$ cat src/rtl/fifo_rd_pkg.sv
// fifo_rd_pkg: shared types and sizing for the fifo_rd_drain read-side consumer.
package fifo_rd_pkg;

    typedef enum logic [1:0] {
        IDLE = 2'd0,
        RUN  = 2'd1,
        STOP = 2'd2
    } state_e;

    localparam int SKID_DEPTH    = 2;
    localparam int OCC_W         = $clog2(SKID_DEPTH + 1);
    localparam int CNT_W_DEFAULT = 16;

endpackage

$ cat src/rtl/fifo_rd_skid.sv
// fifo_rd_skid: two-entry in-order buffer between the FIFO read port and the
// output stream; the head entry is what downstream sees.
module fifo_rd_skid
    import fifo_rd_pkg::*;
#(
    parameter int DSIZE = 8
) (
    input  logic             rclk,
    input  logic             rst,
    input  logic             push,
    input  logic [DSIZE-1:0] push_data,
    input  logic             pop,
    output logic [OCC_W-1:0] occ,
    output logic [DSIZE-1:0] head_data
);

    logic [DSIZE-1:0] head_q, head_d;
    logic [DSIZE-1:0] tail_q, tail_d;
    logic [OCC_W-1:0] occ_q, occ_d;
    logic [OCC_W-1:0] wr_idx;

    always_comb begin
        // NOTE: every variable gets a default first, so no path can infer a latch.
        head_d = head_q;
        tail_d = tail_q;
        wr_idx = occ_q - OCC_W'(pop);
        occ_d  = occ_q + OCC_W'(push) - OCC_W'(pop);

        if (pop) begin
            head_d = tail_q;
        end
        // The new word lands behind whatever survives this cycle's pop.
        if (push) begin
            if (wr_idx == '0) begin
                head_d = push_data;
            end else begin
                tail_d = push_data;
            end
        end
    end

    always_ff @(posedge rclk) begin
        if (rst) begin
            // NOTE: the data entries are reset too, because head_q is m_data and must read 0 out of reset.
            head_q <= '0;
            tail_q <= '0;
            occ_q  <= '0;
        end else begin
            head_q <= head_d;
            tail_q <= tail_d;
            occ_q  <= occ_d;
        end
    end

    assign occ       = occ_q;
    assign head_data = head_q;

endmodule

$ cat src/rtl/fifo_rd_drain.sv
// fifo_rd_drain: pops an asynfifo read port into a 2-entry skid and streams it
// out on valid/ready. Optional statistics are built with FIFO_RD_STATS_EN.
module fifo_rd_drain
    import fifo_rd_pkg::*;
#(
    parameter int DSIZE = 8,
    parameter int CNT_W = CNT_W_DEFAULT
) (
    input  logic             rclk,
    input  logic             rst,
    input  logic             en,
    input  logic             empty,
    input  logic [DSIZE-1:0] rdata,
    input  logic             underflow,
    output logic             ren,
    output logic             m_valid,
    output logic [DSIZE-1:0] m_data,
    input  logic             m_ready,
    output logic             busy,
    output logic [CNT_W-1:0] rd_count,
    output logic [CNT_W-1:0] stall_count,
    output logic             err_underflow
);

    state_e           state_q, state_d;
    logic             infl_q, infl_d;
    logic [OCC_W-1:0] occ;
    logic [DSIZE-1:0] head_data;
    logic             pop;
    logic [2:0]       credit;

    fifo_rd_skid #(
        .DSIZE (DSIZE)
    ) u_skid (
        .rclk      (rclk),
        .rst       (rst),
        .push      (infl_q),
        .push_data (rdata),
        .pop       (pop),
        .occ       (occ),
        .head_data (head_data)
    );

    assign m_valid = (occ != '0);
    assign m_data  = head_data;
    assign pop     = m_valid && m_ready;
    // occ + infl never exceeds SKID_DEPTH, so credit cannot go negative.
    assign credit  = 3'(SKID_DEPTH) + 3'(pop) - 3'(occ) - 3'(infl_q);
    assign ren     = (state_q == RUN) && !empty && (credit != 3'd0);
    assign busy    = (state_q != IDLE) || m_valid;

    always_comb begin
        state_d = state_q;
        infl_d  = ren;
        unique case (state_q)
            IDLE: if (en) state_d = RUN;
            RUN:  if (!en) state_d = infl_q ? STOP : IDLE;
            // No reads are issued here, so infl is clear after exactly one cycle.
            STOP: state_d = en ? RUN : IDLE;
            default: state_d = IDLE;
        endcase
    end

    always_ff @(posedge rclk) begin
        // NOTE: non-blocking assignments so every flop samples pre-edge values.
        if (rst) begin
            state_q <= IDLE;
            infl_q  <= 1'b0;
        end else begin
            state_q <= state_d;
            infl_q  <= infl_d;
        end
    end

`ifdef FIFO_RD_STATS_EN
    logic [CNT_W-1:0] rd_count_q, rd_count_d;
    logic [CNT_W-1:0] stall_count_q, stall_count_d;
    logic             err_underflow_q, err_underflow_d;

    always_comb begin
        rd_count_d      = rd_count_q + CNT_W'(ren);
        stall_count_d   = stall_count_q + CNT_W'(m_valid && !m_ready);
        err_underflow_d = err_underflow_q || underflow;
    end

    always_ff @(posedge rclk) begin
        if (rst) begin
            rd_count_q      <= '0;
            stall_count_q   <= '0;
            err_underflow_q <= 1'b0;
        end else begin
            rd_count_q      <= rd_count_d;
            stall_count_q   <= stall_count_d;
            err_underflow_q <= err_underflow_d;
        end
    end

    assign rd_count      = rd_count_q;
    assign stall_count   = stall_count_q;
    assign err_underflow = err_underflow_q;
`else
    logic unused_underflow;
    assign unused_underflow = underflow;

    assign rd_count      = '0;
    assign stall_count   = '0;
    assign err_underflow = 1'b0;
`endif

endmodule

$ cat config.mk
export PLATFORM = sky130hd
export DESIGN_NAME = fifo_rd_drain
export DESIGN_NICKNAME = d
export VERILOG_FILES = /design/src/rtl/fifo_rd_pkg.sv /design/src/rtl/fifo_rd_skid.sv /design/src/rtl/fifo_rd_drain.sv
export SDC_FILE = /design/constraint.sdc
export NUM_CORES = 1
export LEC_CHECK = 0
export ABC_AREA = 1
export BUFFER_PORTS_ARGS = -buffer_cell sky130_fd_sc_hd__buf_2
export CAP_MARGIN = 20
export CORE_MARGIN = 10
export CORE_UTILIZATION = 47
export CTS_CLUSTER_SIZE = 8
export DETAILED_ROUTE_END_ITERATION = 7
export PLACE_DENSITY = 0.86
export SKIP_LAST_GASP = 1
export SLEW_MARGIN = 10
export SYNTH_ARGS = -nofsm -noshare
export SYNTH_HDL_FRONTEND = slang
export SYNTH_HIERARCHICAL = 1
export SYNTH_SLANG_ARGS = --single-unit
export TNS_END_PERCENT = 10
$ cat constraint.sdc
create_clock -name rclk -period 2.3 [get_ports rclk]
set_clock_uncertainty 0.2 [all_clocks]
set_input_delay 0.23 -clock rclk [delete_from_list [all_inputs] [get_ports rclk]]
set_output_delay 0.23 -clock rclk [all_outputs]
set_load 0.05 [all_outputs]
---- Word level (Yosys, flattened, before mapping) ----
Index checks and enable logic that the tools add are counted.
cells by class
  add/subtract/negate cells ............... 6
  equality and inequality tests ........... 4
  multiplexer cells ....................... 8
  bitwise operators ....................... 1
  reductions and logical operators ........ 12
operators by type and width
  cell                   count
  $mux W8                3
  $mux W2                3
  $pmux W2 S3            1
  $logic_not A2 Y1       2
  $ne A2 B2 Y1 const B   2
  $reduce_and A2 Y1      2
  $reduce_bool A2 Y1     2
  $sub A2 B1 Y2          2
  $add A2 B1 Y3 const A  1
  $logic_and A1 B1 Y1    3
  $reduce_bool A3 Y1     1
  $sub A3 B1 Y3          1
  $sub A3 B2 Y3          1
  $add A2 B1 Y2          1
  $eq A2 B1 Y1 const B   1
  $eq A2 B2 Y1 const B   1
  $logic_not A1 Y1       1
  $logic_or A1 B1 Y1     1
  $mux W1                1
  $not A1 Y1             1
word-level totals
  register bits ........................... 21
  bits of input ports ..................... 14
  word-level logic and storage cells ...... 36

---- Depth between registers and ports, before layout ----
  depth in word-level cells ............... 7
  gate-level depth with buffers ........... 13
  mapped depth without buffers ............ 11

---- Modules after synthesis ----
Netlist, hierarchy kept.
modules (own cells, without submodules)
  module         times used  cells an instance  area each (um^2)  seq. area each (um^2)
  fifo_rd_skid   1           133                935.9             360.3
  fifo_rd_drain  1           56                 419.2             60.1

---- Worst setup path before layout ----
No wires, ideal clock.
  path type ............................... register to output
  start point ............................. register u_skid.occ_q[0], in the netlist u_skid/occ[0]
  end point ............................... output ren
  arrival time ............................ 2047 ps
  required time ........................... 1870 ps
  slack ................................... -177 ps
  cell stages (with the launch flop) ...... 9
  path buffers ............................ 0
  cells stage by stage .................... dfxtp_1 > nor2_1 > inv_1 > nand2_1 > fa_1 > ha_1 > nand3b_1 > nand2_1 > inv_1
between the ends
  cells in the longest elaborated chain, start to end .. 7
ends and longest elaborated chain
  element                 RTL line             RTL
  from (decl)             fifo_rd_skid.sv:19   logic [OCC_W-1:0] occ_q, occ_d;
  from (signal assigned)  fifo_rd_skid.sv:47   occ_q <= '0;
  from (signal assigned)  fifo_rd_skid.sv:51   occ_q <= occ_d;
  $reduce_bool A2 Y1      fifo_rd_drain.sv:44  assign m_valid = (occ != '0);
  via m_valid             fifo_rd_drain.sv:16  output logic m_valid,
  $logic_and A1 B1 Y1     fifo_rd_drain.sv:46  assign pop = m_valid && m_ready;
  $add A2 B1 Y3           fifo_rd_drain.sv:48  assign credit = 3'(SKID_DEPTH) + 3'(pop) - 3'(occ) - 3'(infl_q);
  $sub A3 B2 Y3           fifo_rd_drain.sv:48
  $sub A3 B1 Y3           fifo_rd_drain.sv:48
  $reduce_bool A3 Y1      fifo_rd_drain.sv:49  assign ren = (state_q == RUN) && !empty && (credit != 3'd0);
  $logic_and A1 B1 Y1     fifo_rd_drain.sv:49
  to (decl)               fifo_rd_drain.sv:15  output logic ren,
The timed path passes the listed nets, and every way through them passes these cells.

---- Worst setup path after layout ----
  start point ............................. register u_skid.occ_q[0], in the netlist u_skid/occ[0]
  end point ............................... output ren
between the ends
  cells in the longest elaborated chain, start to end .. 7
ends and longest elaborated chain
  element                  RTL line
  $reduce_bool A2 Y1       fifo_rd_drain.sv:44
  $logic_and A1 B1 Y1      fifo_rd_drain.sv:46
  $add A2 B1 Y3            fifo_rd_drain.sv:48
  $sub A3 B2 Y3 (*)        fifo_rd_drain.sv:48
  $sub A3 B1 Y3 (*)        fifo_rd_drain.sv:48
  $reduce_bool A3 Y1 (*)   fifo_rd_drain.sv:49
  $logic_and A1 B1 Y1 (*)  fifo_rd_drain.sv:49
Mark *: on every way between the ends. The rest lies on a longest branch, timed or not.

==> impl_metrics.json <==
{
  "status": "finished, violations left",
  "violations": "negative setup slack",
  "post-route-period-util_pct": 102,
  "p_sw_mw": 0.712,
  "crit_arrival_ns": 1.91,
  "holdWs_ns": 0.126,
  "synth_mux_area_share_pct": 0,
  "vias": 1134,
  "setup_viol": 1,
  "final.setup.tns_ns": -0.0447,
  "p_int_mw": 0.685,
  "clockBufferDepth": 2,
  "final_core_util_pct": 56.0,
  "clock_sinks": 21,
  "cellPowerDensity_mw_per_mm2": 904,
  "start_kind": "flop",
  "synth-compound-area-share_pct": 7.94,
  "ctsRootBufferMaster": "clkbuf_4",
  "synth.ff_latch_count": 21,
  "comb_power_share_pct": 56.0,
  "gp_congestion": 0.768,
  "n_antenna_cell": 0,
  "finalHoldViolations": 0,
  "required_ns": 1.87,
  "clkTransAtPathRegs_ns": 0.12,
  "via_per_inst": 4.43,
  "fp.dieH_um": 73.7,
  "critical_path_class": "flop to primary output",
  "synth_largest_area_cell": "dfxtp_1",
  "synth_edf_count": 0,
  "first_pass_iters": 4,
  "htree_levels": 1,
  "pwr-share-clk_pct": 12.9,
  "synth_most_common_cell": "nand2_1",
  "postRouteWirelength_um": 2950,
  "synthCells": 189,
  "rsz0062_at_grt": "true",
  "ys_types": 25,
  "fp.dieArea_mm2": 0.00543,
  "start_util_pct": 49.1,
  "period_needed_ns": 2.34,
  "synth_xor_area_share_pct": 0.646,
  "die_width_um": 73.7,
  "final_antenna_net_count": 0,
  "yosys.area_share.simple_pct": 27.7,
  "grt_pass1_vias": 1095,
  "tritoncts": "yes",
  "syn_avg_cell_area_um2": 7.17,
  "synth_area_leaders": "dfxtp_1 (31%), buf_4 (18%), nand2_1 (11%), nor2_1 (8.3%), inv_1 (5.3%)",
  "grt_usage_pct": 10.4,
  "max_freq_mhz": 426,
  "post_synth_fa_ha_maj_area_fraction_pct": 4.25,
  "drive_above_1_share_pct": 21.8,
  "synth_top_family_by_area": "buffers and inverters",
  "drv_cap": 0,
  "p_leak_nw": 0.837,
  "synth_common_cells": "nand2_1 (39), buf_4 (33), nor2_1 (30)",
  "area_growth_pct": 14.0,
  "avgRoutedWirePerCell_um": 11.5,
  "dpl.hpwl_um": 2040,
  "grt_pass1_wl_um": 4650,
  "antenna_found_initial": 0,
  "synth_top_area_share_pct": 31.0,
  "clkLatencyLatePin_ns": 0.31,
  "cp-end-kind": "primary output",
  "worst-path-max-fanout": 2,
  "core_area_mm2": 0.00276,
  "yosysSeqAreaShare_pct": 31.0,
  "overflow": 0,
  "vdd_drop_max_v": 0.000589,
  "grt_max_degree": 20,
  "slew_viol_final": 0,
  "drc": 0,
  "ioPinCount": 58,
  "switching_share_pct": 51.0,
  "yosysWarnings": 6,
  "drt_iter0_drc": 72,
  "syn_area_mm2": 0.00136,
  "io_buffers": 23,
  "final_area_mm2": 0.00155,
  "synthArstFlopShare_pct": 0,
  "rows": 19,
  "min-delay-path-class": "primary input to flop",
  "nets": 244,
  "synthFlopType": "dfxtp_1",
  "p_seq_share_pct": 31.0,
  "fin_ws_ns": -0.0447,
  "cts_inserted_buffers": 3,
  "placed_area_mm2": 0.00135
}
-- layout by cell type (no fill, tap or decap), drive strengths merged, types with 2 or more instances in the layout --
| cell type | netlist | routed |
|---|---|---|
| clkbuf | 2 | 3 |
| conb | 1 | 33 |
| inv | 20 | 19 |
| dfxtp | 21 | 21 |
| a21boi | 8 | 8 |
| dlygate4sd3 | 0 | 10 |
| nand3 | 9 | 9 |
| nor2 | 31 | 31 |
| a21oi | 8 | 8 |
| buf | 37 | 29 |
| nand2 | 43 | 43 |
| ha | 3 | 3 |
| clkinv | 1 | 2 |
-- power by group through the flow --
stage	logic [mW]	registers, mW	clock network (mW)
detailed placement	0.686	0.446	0
global placement	0.673	0.445	0
CTS	0.749	0.430	0.184
global route	0.844	0.440	0.200
floorplan	0.590	0.503	0
finish	0.783	0.433	0.180
-- registers in the layout, indices dropped and copies added (netlist names) --
name,flops
u_skid/head_data,8
infl_q,1
state_q,2
u_skid/occ,2
u_skid/tail_q,8
-- critical path, stage by stage (launching register included) --
cell and delay, ns:
dfxtp_4 0.37, nor2_2 0.04, inv_2 0.05, nand2_2 0.06, fa_2 0.37, ha_4 0.27
nand3b_1 0.08, nand2_2 0.11, clkinvlp_4 0.09, buf_8 0.15
-- repair_timing --
| item | in CTS | in global routing |
|---|---|---|
| buffers inserted | 4 | 0 |
| pin swaps | 1 | 1 |
| gates resized for setup | 6 | 4 |
| hold endpoints to repair | 12 | 0 |
| setup endpoints to repair | 1 | 1 |
| hold buffers | 10 | 0 |
-- per-layer routing --
layer	GRT usage [%]	vias up	share of wire (%)
met2	18.1	53	47
met3	3.50	5	10
met1	10.8	493	40
met4	5.38	0	1.7
li1	-	583	-
met5	0	-	0
-- cell families after synthesis --
kind of cell,after synthesis
and+or+nand+nor,85
buffers and inverters,60
DFF,21
AOI/OAI and AO/OA,17
adders and majority gates,4
xor gates and xnor gates,1
other,1
-- metrics by stage --
| step | std cells | setup WS, ns | power [mW] |
|---|---|---|---|
| 2_1_floorplan | 221 | 0.0250 | 1.09 |
| 3_3_place_gp | 238 | 0.162 | 1.12 |
| 3_5_place_dp | 238 | 0.134 | 1.13 |
| 4_1_cts | 256 | 0.0104 | 1.36 |
| 5_1_grt | 256 | -0.122 | 1.48 |
| 6_report | 256 | -0.0447 | 1.40 |
-- area by class of cell --
| class | instances | area (µm²) |
|---|---|---|
| flip-flops and latches | 21 | 425 |
| repair buffers | 39 | 270 |
| multi-input cells | 140 | 696 |
| well taps | 31 | 38.8 |
| inverters | 21 | 87.6 |
| clock inverters | 1 | 5.00 |
| fillers | 257 | 1210 |
| clock buffers | 3 | 22.5 |
-- final timing paths --
check,from,endpoint,cells past startpoint,slack (ns)
min reg2reg,state_q[1],state_q[0],1,0.28
max,u_skid/occ[0],ren,9,-0.04
min,empty,infl_q,5,0.13
max reg2reg,infl_q,u_skid/occ[1],9,0.38
Note: power is estimated with default switching activity, not from simulation.
